File: config.mk
export PLATFORM = sky130hd
export DESIGN_NAME = change_dispenser
export DESIGN_NICKNAME = d
export VERILOG_FILES = /design/src/rtl/change_dispenser.sv
export SDC_FILE = /design/constraint.sdc
export NUM_CORES = 1
export LEC_CHECK = 0
export CAP_MARGIN = 20
export CELL_PAD_IN_SITES_DETAIL_PLACEMENT = 1
export CELL_PAD_IN_SITES_GLOBAL_PLACEMENT = 1
export CORE_MARGIN = 10
export CORE_UTILIZATION = 44
export CTS_CLUSTER_SIZE = 24
export DETAILED_ROUTE_END_ITERATION = 8
export PLACE_DENSITY = 0.87
export SETUP_SLACK_MARGIN = 0.1
export SLEW_MARGIN = 20
export SYNTH_ARGS = -nofsm -noshare
export SYNTH_HDL_FRONTEND = slang
export SYNTH_SLANG_ARGS = --single-unit
File: constraint.sdc
create_clock -name clk -period 4.47 [get_ports clk]
set_input_delay 0.894 -clock clk [delete_from_list [all_inputs] [get_ports clk]]
set_output_delay 0.894 -clock clk [all_outputs]
set_load 0.02 [all_outputs]
File: src/rtl/change_dispenser.sv
// change_dispenser: pays out a latched change amount through a coin hopper,
// one coin per request/ack handshake. Each coin is the largest denomination
// that fits the amount still owed and is still in stock. A per-denomination
// inventory count is kept, and shortfall and low-stock status are reported.
//
// Optional feature: define HOPPER_TIMEOUT_EN to abort a coin request that
// gets no hopper_ack within TIMEOUT cycles. The block then parks in FAULT
// until reset.
//
// Ports:
//   clk            system clock, rising edge
//   reset          asynchronous active-low reset
//   change_amount  amount to pay out, sampled on dispense_start
//   dispense_start one-cycle start pulse (honoured only in IDLE)
//   hopper_ack     hopper has ejected the requested coin
//   refill         reload all inventories to INV_MAX (honoured only in IDLE)
//   coin_req       coin request to the hopper
//   coin_sel       requested denomination: 0 = LO, 1 = MID, 2 = HI
//   busy           high in every state except IDLE
//   done           one-cycle completion pulse
//   shortfall      amount was not fully paid
//   remaining      amount still unpaid
//   low_stock      at least one inventory counter is zero
//
// state  | meaning
// IDLE   | waiting for dispense_start; refill accepted here
// SELECT | one cycle: choose the next coin, or finish
// REQ    | coin_req held until hopper_ack
// DONE   | done pulse, back to IDLE
// FAULT  | hopper timed out; held until reset (HOPPER_TIMEOUT_EN only)
`timescale 1ns/1ps
module change_dispenser #(
    parameter int COIN_HI  = 10,
    parameter int COIN_MID = 5,
    parameter int COIN_LO  = 1,
    parameter int INV_W    = 4,
    parameter int INV_MAX  = 15,
    parameter int TIMEOUT  = 16
) (
    input  logic       clk,
    input  logic       reset,
    input  logic [4:0] change_amount,
    input  logic       dispense_start,
    input  logic       hopper_ack,
    input  logic       refill,
    output logic       coin_req,
    output logic [1:0] coin_sel,
    output logic       busy,
    output logic       done,
    output logic       shortfall,
    output logic [4:0] remaining,
    output logic       low_stock
);

    typedef enum logic [2:0] {
        IDLE, SELECT, REQ, DONE
`ifdef HOPPER_TIMEOUT_EN
        , FAULT
`endif
    } state_t;

    localparam logic [1:0]       SEL_LO  = 2'd0;
    localparam logic [1:0]       SEL_MID = 2'd1;
    localparam logic [1:0]       SEL_HI  = 2'd2;
    localparam logic [4:0]       VAL_HI  = 5'(COIN_HI);
    localparam logic [4:0]       VAL_MID = 5'(COIN_MID);
    localparam logic [4:0]       VAL_LO  = 5'(COIN_LO);
    localparam logic [INV_W-1:0] INV_FULL = INV_W'(INV_MAX);
    localparam logic [INV_W-1:0] INV_ONE  = INV_W'(1);

    state_t           state, state_nx;
    logic             coin_req_nx, done_nx, shortfall_nx;
    logic [1:0]       coin_sel_nx;
    logic [4:0]       remaining_nx, sel_value;
    logic [INV_W-1:0] inv_hi, inv_mid, inv_lo;
    logic [INV_W-1:0] inv_hi_nx, inv_mid_nx, inv_lo_nx;

`ifdef HOPPER_TIMEOUT_EN
    // Down-counter loaded on entry to REQ; terminal count 0 means the
    // request has been outstanding for TIMEOUT cycles.
    localparam int            TMR_W    = (TIMEOUT > 1) ? $clog2(TIMEOUT) : 1;
    localparam logic [TMR_W-1:0] TMR_LOAD = TMR_W'(TIMEOUT - 1);
    localparam logic [TMR_W-1:0] TMR_ONE  = TMR_W'(1);
    logic [TMR_W-1:0] timer, timer_nx;
`endif

    always_comb begin
        sel_value = VAL_LO;
        case (coin_sel)
            SEL_HI:  sel_value = VAL_HI;
            SEL_MID: sel_value = VAL_MID;
            default: sel_value = VAL_LO;
        endcase
    end

    always_comb begin
        state_nx     = state;
        coin_req_nx  = coin_req;
        coin_sel_nx  = coin_sel;
        done_nx      = 1'b0;
        shortfall_nx = shortfall;
        remaining_nx = remaining;
        inv_hi_nx    = inv_hi;
        inv_mid_nx   = inv_mid;
        inv_lo_nx    = inv_lo;
`ifdef HOPPER_TIMEOUT_EN
        timer_nx     = timer;
`endif
        case (state)
            IDLE: begin
                // Start wins over a simultaneous refill.
                if (dispense_start) begin
                    remaining_nx = change_amount;
                    shortfall_nx = 1'b0;
                    state_nx     = SELECT;
                end else if (refill) begin
                    inv_hi_nx  = INV_FULL;
                    inv_mid_nx = INV_FULL;
                    inv_lo_nx  = INV_FULL;
                end
            end
            SELECT: begin
`ifdef HOPPER_TIMEOUT_EN
                timer_nx = TMR_LOAD;
`endif
                if (remaining == 5'd0) begin
                    state_nx = DONE;
                    done_nx  = 1'b1;
                end else if (remaining >= VAL_HI && inv_hi != '0) begin
                    coin_sel_nx = SEL_HI;
                    coin_req_nx = 1'b1;
                    state_nx    = REQ;
                end else if (remaining >= VAL_MID && inv_mid != '0) begin
                    coin_sel_nx = SEL_MID;
                    coin_req_nx = 1'b1;
                    state_nx    = REQ;
                end else if (remaining >= VAL_LO && inv_lo != '0) begin
                    coin_sel_nx = SEL_LO;
                    coin_req_nx = 1'b1;
                    state_nx    = REQ;
                end else begin
                    shortfall_nx = 1'b1;
                    state_nx     = DONE;
                    done_nx      = 1'b1;
                end
            end
            REQ: begin
                if (hopper_ack) begin
                    // Selection guaranteed sel_value <= remaining and stock > 0.
                    remaining_nx = remaining - sel_value;
                    case (coin_sel)
                        SEL_HI:  if (inv_hi  != '0) inv_hi_nx  = inv_hi  - INV_ONE;
                        SEL_MID: if (inv_mid != '0) inv_mid_nx = inv_mid - INV_ONE;
                        SEL_LO:  if (inv_lo  != '0) inv_lo_nx  = inv_lo  - INV_ONE;
                        default: ;
                    endcase
                    coin_req_nx = 1'b0;
                    state_nx    = SELECT;
                end
`ifdef HOPPER_TIMEOUT_EN
                else if (timer == '0) begin
                    coin_req_nx  = 1'b0;
                    shortfall_nx = 1'b1;
                    state_nx     = FAULT;
                end else begin
                    timer_nx = timer - TMR_ONE;
                end
`endif
            end
            DONE: state_nx = IDLE;
`ifdef HOPPER_TIMEOUT_EN
            FAULT: state_nx = FAULT;
`endif
            default: state_nx = IDLE;
        endcase
    end

    always_ff @(posedge clk or negedge reset) begin
        if (!reset) begin
            state     <= IDLE;
            coin_req  <= 1'b0;
            coin_sel  <= SEL_LO;
            busy      <= 1'b0;
            done      <= 1'b0;
            shortfall <= 1'b0;
            remaining <= 5'd0;
            inv_hi    <= INV_FULL;
            inv_mid   <= INV_FULL;
            inv_lo    <= INV_FULL;
            low_stock <= 1'b0;
`ifdef HOPPER_TIMEOUT_EN
            timer     <= TMR_LOAD;
`endif
        end else begin
            state     <= state_nx;
            coin_req  <= coin_req_nx;
            coin_sel  <= coin_sel_nx;
            busy      <= (state_nx != IDLE);
            done      <= done_nx;
            shortfall <= shortfall_nx;
            remaining <= remaining_nx;
            inv_hi    <= inv_hi_nx;
            inv_mid   <= inv_mid_nx;
            inv_lo    <= inv_lo_nx;
            // Looks at the current counters, so it trails a change by a cycle.
            low_stock <= (inv_hi == '0) || (inv_mid == '0) || (inv_lo == '0);
`ifdef HOPPER_TIMEOUT_EN
            timer     <= timer_nx;
`endif
        end
    end

endmodule

* Word-level counts from Yosys, hierarchy flattened
Cells that the tools add are included.
** Operators by class
- Add/subtract/negate cells :: 4
- Order comparisons :: 3
- Equal/unequal tests :: 19
- Mux-type cells :: 45
- Bitwise gates (word level) :: 1
- Reduce and logical (&&, ||, !) cells :: 26
** Operator list (count)
- $mux W4 :: 11
- $pmux W4 S2 :: 4
- $ne A2 B2 Y1 const B :: 12
- $reduce_and A6 Y1 :: 4
- $mux W1 :: 19
- $logic_not A4 Y1 :: 3
- $reduce_bool A4 Y1 :: 3
- $sub A4 B1 Y4 const B :: 3
- $mux W5 :: 2
- $pmux W5 S2 :: 1
- $pmux W3 S3 :: 1
- $mux W2 :: 3
- $mux W3 :: 2
- $reduce_and A3 Y1 :: 2
- $reduce_bool A2 Y1 :: 3
- $reduce_bool A3 Y1 :: 2
- $ge A5 B1 Y1 const B :: 1
- $ge A5 B3 Y1 const B :: 1
- $ge A5 B4 Y1 const B :: 1
- $logic_not A5 Y1 :: 1
- $sub A5 B5 Y5 :: 1
- $ne A2 B1 Y1 const B :: 2
- $ne A4 B4 Y1 const B :: 1
- $pmux W1 S2 :: 2
- other kinds (10) :: 13
** Storage, ports and cells
- Register bits after elaboration :: 27
- Input port bits :: 10
- Output and inout bits :: 12
- Logic and storage cells :: 109

* Longest topological paths before layout
- Depth in word-level cells :: 8
- Depth in mapped cells :: 8
- Gate-level depth less buffers :: 8

* Worst setup path after synthesis
OpenSTA, ideal clock, no wires.
- Path type :: register to register
- Start :: register coin_sel[0]
- End :: register remaining[4]
- Library setup time :: 0.121 ns
- Arrival :: 1.814 ns
- Data required time :: 4.349 ns
- Slack :: 2.535 ns
- Cell stages (with the launch flop) :: 9
- Path buffers :: 0
- Period minus slack after synthesis :: 1.935 ns
- Path through :: dfrtp_1 -> nand2b_1 -> ha_1 -> fa_1 -> nor2b_1 -> o21ai_0 -> nand2_1 -> a21oi_1 -> o22a_1
** Between the ends
- Word-level cells in the longest chain between the ends :: 5
- Elaborated cells between the ends (all ways) :: 6
- Those cells by class :: add/sub: 1; eq/ne: 2; mux: 3
** RTL lines
- start, declared :: line 47 : output logic [1:0] coin_sel,
- start signal, assigned :: line 197 : coin_sel <= coin_sel_nx;
- $eq A2 B1 Y1 or $eq A2 B2 Y1 (tied branches) :: line 89 : case (coin_sel)
- $pmux W4 S2 (*) :: line 89
- $sub A5 B5 Y5 (*) :: line 150 : remaining_nx = remaining - sel_value;
- $mux W5 (*) :: line 148 : if (hopper_ack) begin
- $pmux W5 S2 (*) :: line 109 : case (state)
- end signal, assigned :: line 201 : remaining <= remaining_nx;
- end, declared :: line 51 : output logic [4:0] remaining,
Mark *: on every way between the ends. The rest lies on a longest branch, timed or not. The select of a mux whose other input is x is not followed.
A chain may end at the register's enable or synchronous reset.

* Worst setup path after layout
- Start :: register remaining[2]
- End :: output port remaining[2]
No word-level cell between the ends.

==> metrics.md <==
| Metric | Value |
|---|---|
| Cell area after placement | 1739 µm² |
| Final layout net count | between 150 and 200 |
| Worst Path Arrival | 1.47 ns |
| Startpoint of the most critical hold path | inv_mid[0]$_DFFE_PN1P_ |
| Die ar. | approximately 6100 µm² |
| FF+latch count, synth | 27 |
| Boundary Pins | 22 |
| Number of hold-slack violations in the final timing report | 0 |
| Number of warnings issued by yosys | 0 |
| Number of diodes added for antenna fixing | 0 |
| Largest fanout of any net on the critical path | 6 |
| Synth cell types | 35 |
| Antenna-violating nets left | 0 |
| Run status | finished clean |
| Highest attainable clock frequency | roughly 0.42 GHz |
| Hold path endpoint | inv_mid[0]$_DFFE_PN1P_ |
| Critical path type | reg2out |
| Estimated wirelength of the detail-placed design | around 3000 µm |
| IO Port Bufs | 21 |
| Setup repair after global routing missed its margin | false |
| Crit-path cells | clkdlybuf4s50_1 |
| Root buf cell | clkbuf_4 |
| TritonCTS clock tree | built |
| Syn Std Cell Area | roughly 1500 µm² |
| Setup slack of the most critical reg-to-reg path | 2.31 ns |
| Cell depth of the worst min-delay path | 2 |
| Postcts setup bufs | 0 |
| Post-synth net total | 174 |
| Detail-routed net length per standard cell | 16.74 µm |
| Hold_buf cts | 0 |
| Clock skew after layout | just under 0.005 ns |
| Worst reg2reg path depth | 8 |
| Via count of the routed design | 1,238 |
| CP peak stage delay | 0.66 ns |
| Routability congestion estimate from global placement | around 0.80 |
| Max capacitance violation total | 0 |
| Via count of the first global-routing pass | 1,369 |
| Number of cells upsized or downsized after cts | 0 |
| Hold Path Class | reg2reg |
| Chip height | 78.10 µm |
| Flip-flop and latch area | 690.7 µm² |
| DRT Wirelength | 3766 µm |
| Critical path buffer and inverter count | 1 |
| Transition at the pin with the smallest max-transition slack | 0.8676 ns |
| Number of standard cells after synthesis | 156 |
| Total negative slack | 0 ns |
| Vias per std cell | 5.502 |
| Largest net degree at the start of global routing | 28 |
| Site Rows | 21 |
| Initial DRT Pass Iterations | 4 |
| Sink count of the clock tree | 27 |
| Detailed-route DRC error count | 0 |
| Crit. End Element | output port |
| Remaining max-slew budget at the tightest pin | around 42% |
| Clk_lat worst skew | ~0.34 ns |
| Finish-stage setup viols | 0 |
| Count of filler cells inserted in the layout | 407 |
| Period utilization | 52.80% |
| Worst Path Required | 3.58 ns |
| Endpoint of the lowest-slack register-to-register path | remaining[4]$_DFFE_PN0P_ |
| H-tree levels | 1 |
| Worst supply voltage drop on vdd | approximately 0.3 mV |
| Dominant delay contributor by cell family on the critical path | buffers and inverters |
| Power density relative to cell area | 436.0 nW/µm² |
| Synthesized area per cell | 9.520 µm² |
| Clk slew on worst S/H paths | 0.14 ns |
| Total grt overflow | 0 |
| Min Clock Period, post-route | roughly 2.4 ns |
| Critical path's slowest cell | clkdlybuf4s50_1 |
| Static Leakage | 0.7664 nW |
| Critical register-to-register path startpoint | coin_sel[0]$_DFFE_PN0P_ |
| Initial drt markers | 87 |
| Initial Util | approximately 45% |
| Area of the multi-input gates | between 700 and 800 µm² |
| Area delta synth->final | 18.87% |
| Total routing usage reported by global routing | about 13% |
| Layout cells sized above 1 | between 10% and 20% |
| Fin area | 1765 µm² |
| Post-synthesis sequential area ratio | 46.50% |
| Area of the core region | 3311 µm² |
| Number of clock buffers inserted by TritonCTS | 3 |
| Count of pins over their slew limit | 0 |
| Sort of element at the start of the critical path | flip-flop |
| Global-route wire length before repair | 6451 µm |
| Antenna violations before repair | 0 |
| Die X | between 70 and 80 µm |
| Longest Clk Path Bufs | 2 |
[cells by family (layout without fill, tap and decap cells)]
family	after synthesis	in the layout	share of synthesized area, %
adder cells (fa/ha/maj)	8	8	7.245
multiplexers	3	3	2.022
other	1	1	0.2525
XOR/XNOR	8	8	4.718
flip-flops	27	27	46.50
buffers and inverters	18	41	5.223
AND/OR/NAND/NOR	54	54	18.45
AO/OA/AOI/OAI	37	37	15.59
[report_power, final]
group,total [mW],leakage [nW],switching [mW],internal [mW]
Sequential,0.341,0.313,0.0494,0.291
Combinational,0.320,0.438,0.175,0.145
Clock,0.109,0.0150,0.0742,0.0351
Total,0.770,0.766,0.298,0.471
[cells in the final DEF, fill, tap and decap left out, types with 2 or more instances in the layout]
cell / netlist / routed
a21o_1: 3 / 3
a21oi_1: 13 / 13
clkbuf_4: 0 / 3
clkdlybuf4s50_1: 0 / 21
dfrtp_1: 15 / 15
dfstp_2: 12 / 12
ha_1: 7 / 7
inv_1: 15 / 15
mux2i_1: 3 / 3
nand2_1: 18 / 18
nand2b_1: 2 / 2
nand3_1: 8 / 8
nor2_1: 11 / 11
nor3_1: 5 / 5
nor3b_1: 4 / 4
o21ai_0: 11 / 11
or3_1: 2 / 2
xor2_1: 7 / 7
[flip-flops by register name (all words and copies together), names as in the netlist]
| register | count |
|---|---|
| inv_mid | 4 |
| state | 3 |
| low_stock | 1 |
| shortfall | 1 |
| busy | 1 |
| inv_lo | 4 |
| done | 1 |
| inv_hi | 4 |
| coin_sel | 2 |
| coin_req | 1 |
| remaining | 5 |
[cell usage after synthesis]
| library cell | number | area, µm² |
|---|---|---|
| nand2b_1 | 2 | 12.51 |
| mux2i_1 | 3 | 30.03 |
| a32o_2 | 1 | 11.26 |
| ha_1 | 7 | 87.58 |
| nand2_1 | 18 | 67.56 |
| a32o_1 | 1 | 10.01 |
| fa_1 | 1 | 20.02 |
| dfstp_2 | 12 | 315.3 |
| a22o_1 | 1 | 8.760 |
| nand4bb_1 | 1 | 11.26 |
| o31ai_1 | 1 | 7.510 |
| buf_6 | 1 | 11.26 |
| o22a_1 | 1 | 8.760 |
| dfrtp_1 | 15 | 375.4 |
| o21ai_0 | 11 | 55.05 |
| o21a_1 | 1 | 7.510 |
| xor2_1 | 7 | 61.31 |
| a41oi_1 | 1 | 8.760 |
| inv_1 | 15 | 56.30 |
| a31oi_2 | 1 | 12.51 |
| nor2b_1 | 1 | 6.260 |
| a21oi_1 | 13 | 65.06 |
| xnor2_1 | 1 | 8.760 |
| and2_4 | 1 | 8.760 |
| a21o_1 | 3 | 22.52 |
| or3_1 | 2 | 12.51 |
| conb_1 | 1 | 3.750 |
| nor3b_4 | 1 | 18.77 |
| a31oi_1 | 1 | 6.260 |
| nor3_1 | 5 | 25.02 |
| nand3_1 | 8 | 40.04 |
| nor2_1 | 11 | 41.29 |
| a21boi_1 | 1 | 7.510 |
| buf_2 | 2 | 10.01 |
| nor3b_1 | 4 | 30.03 |
[worst max path at each step]
stage | from | to | slack (ns) | cells after the start
after floorplan | coin_sel[0]$_DFFE_PN0P_ | remaining[4]$_DFFE_PN0P_ | 2.53 | 8
after CTS | remaining[2]$_DFFE_PN0P_ | remaining[2] | 2.10 | 1
after global routing | hopper_ack | remaining[3]$_DFFE_PN0P_ | 1.99 | 6
after global placement | hopper_ack | remaining[3]$_DFFE_PN0P_ | 1.93 | 6
after detailed placement | hopper_ack | remaining[3]$_DFFE_PN0P_ | 1.82 | 6
final | remaining[2]$_DFFE_PN0P_ | remaining[2] | 2.11 | 1
[routing by layer]
| metal | global-route usage [%] | routed length [µm] |
|---|---|---|
| met1 | 14.53 | 1584 |
| met2 | 21.63 | 1917 |
| met3 | 3.189 | 185 |
| met4 | 5.735 | 79 |
| met5 | 0 | 0 |
[per-stage QoR]
step | total power [mW] | instances | setup WS, ns | util (%) | hold slack [ns]
4_1_cts | 0.7771 | 225 | 2.095 | 53.33 | 0.5264
6_report | 0.7697 | 225 | 2.110 | 53.33 | 0.5241
3_3_place_gp | 0.6391 | 221 | 1.934 | 52.53 | 0.4827
3_5_place_dp | 0.6682 | 221 | 1.816 | 52.53 | 0.5085
2_1_floorplan | 0.5344 | 156 | 2.535 | - | 0.4733
5_1_grt | 0.8266 | 225 | 1.986 | 53.33 | 0.5526
[area by class of cell]
class	instances	area share [%]
well taps	46	3.260
clock buffers	4	1.488
flip-flops and latches	27	39.12
repair buffers	22	12.33
inverters	15	3.189
multi-input cells	111	40.61
No activity file was read; power rests on OpenSTA's default activity.
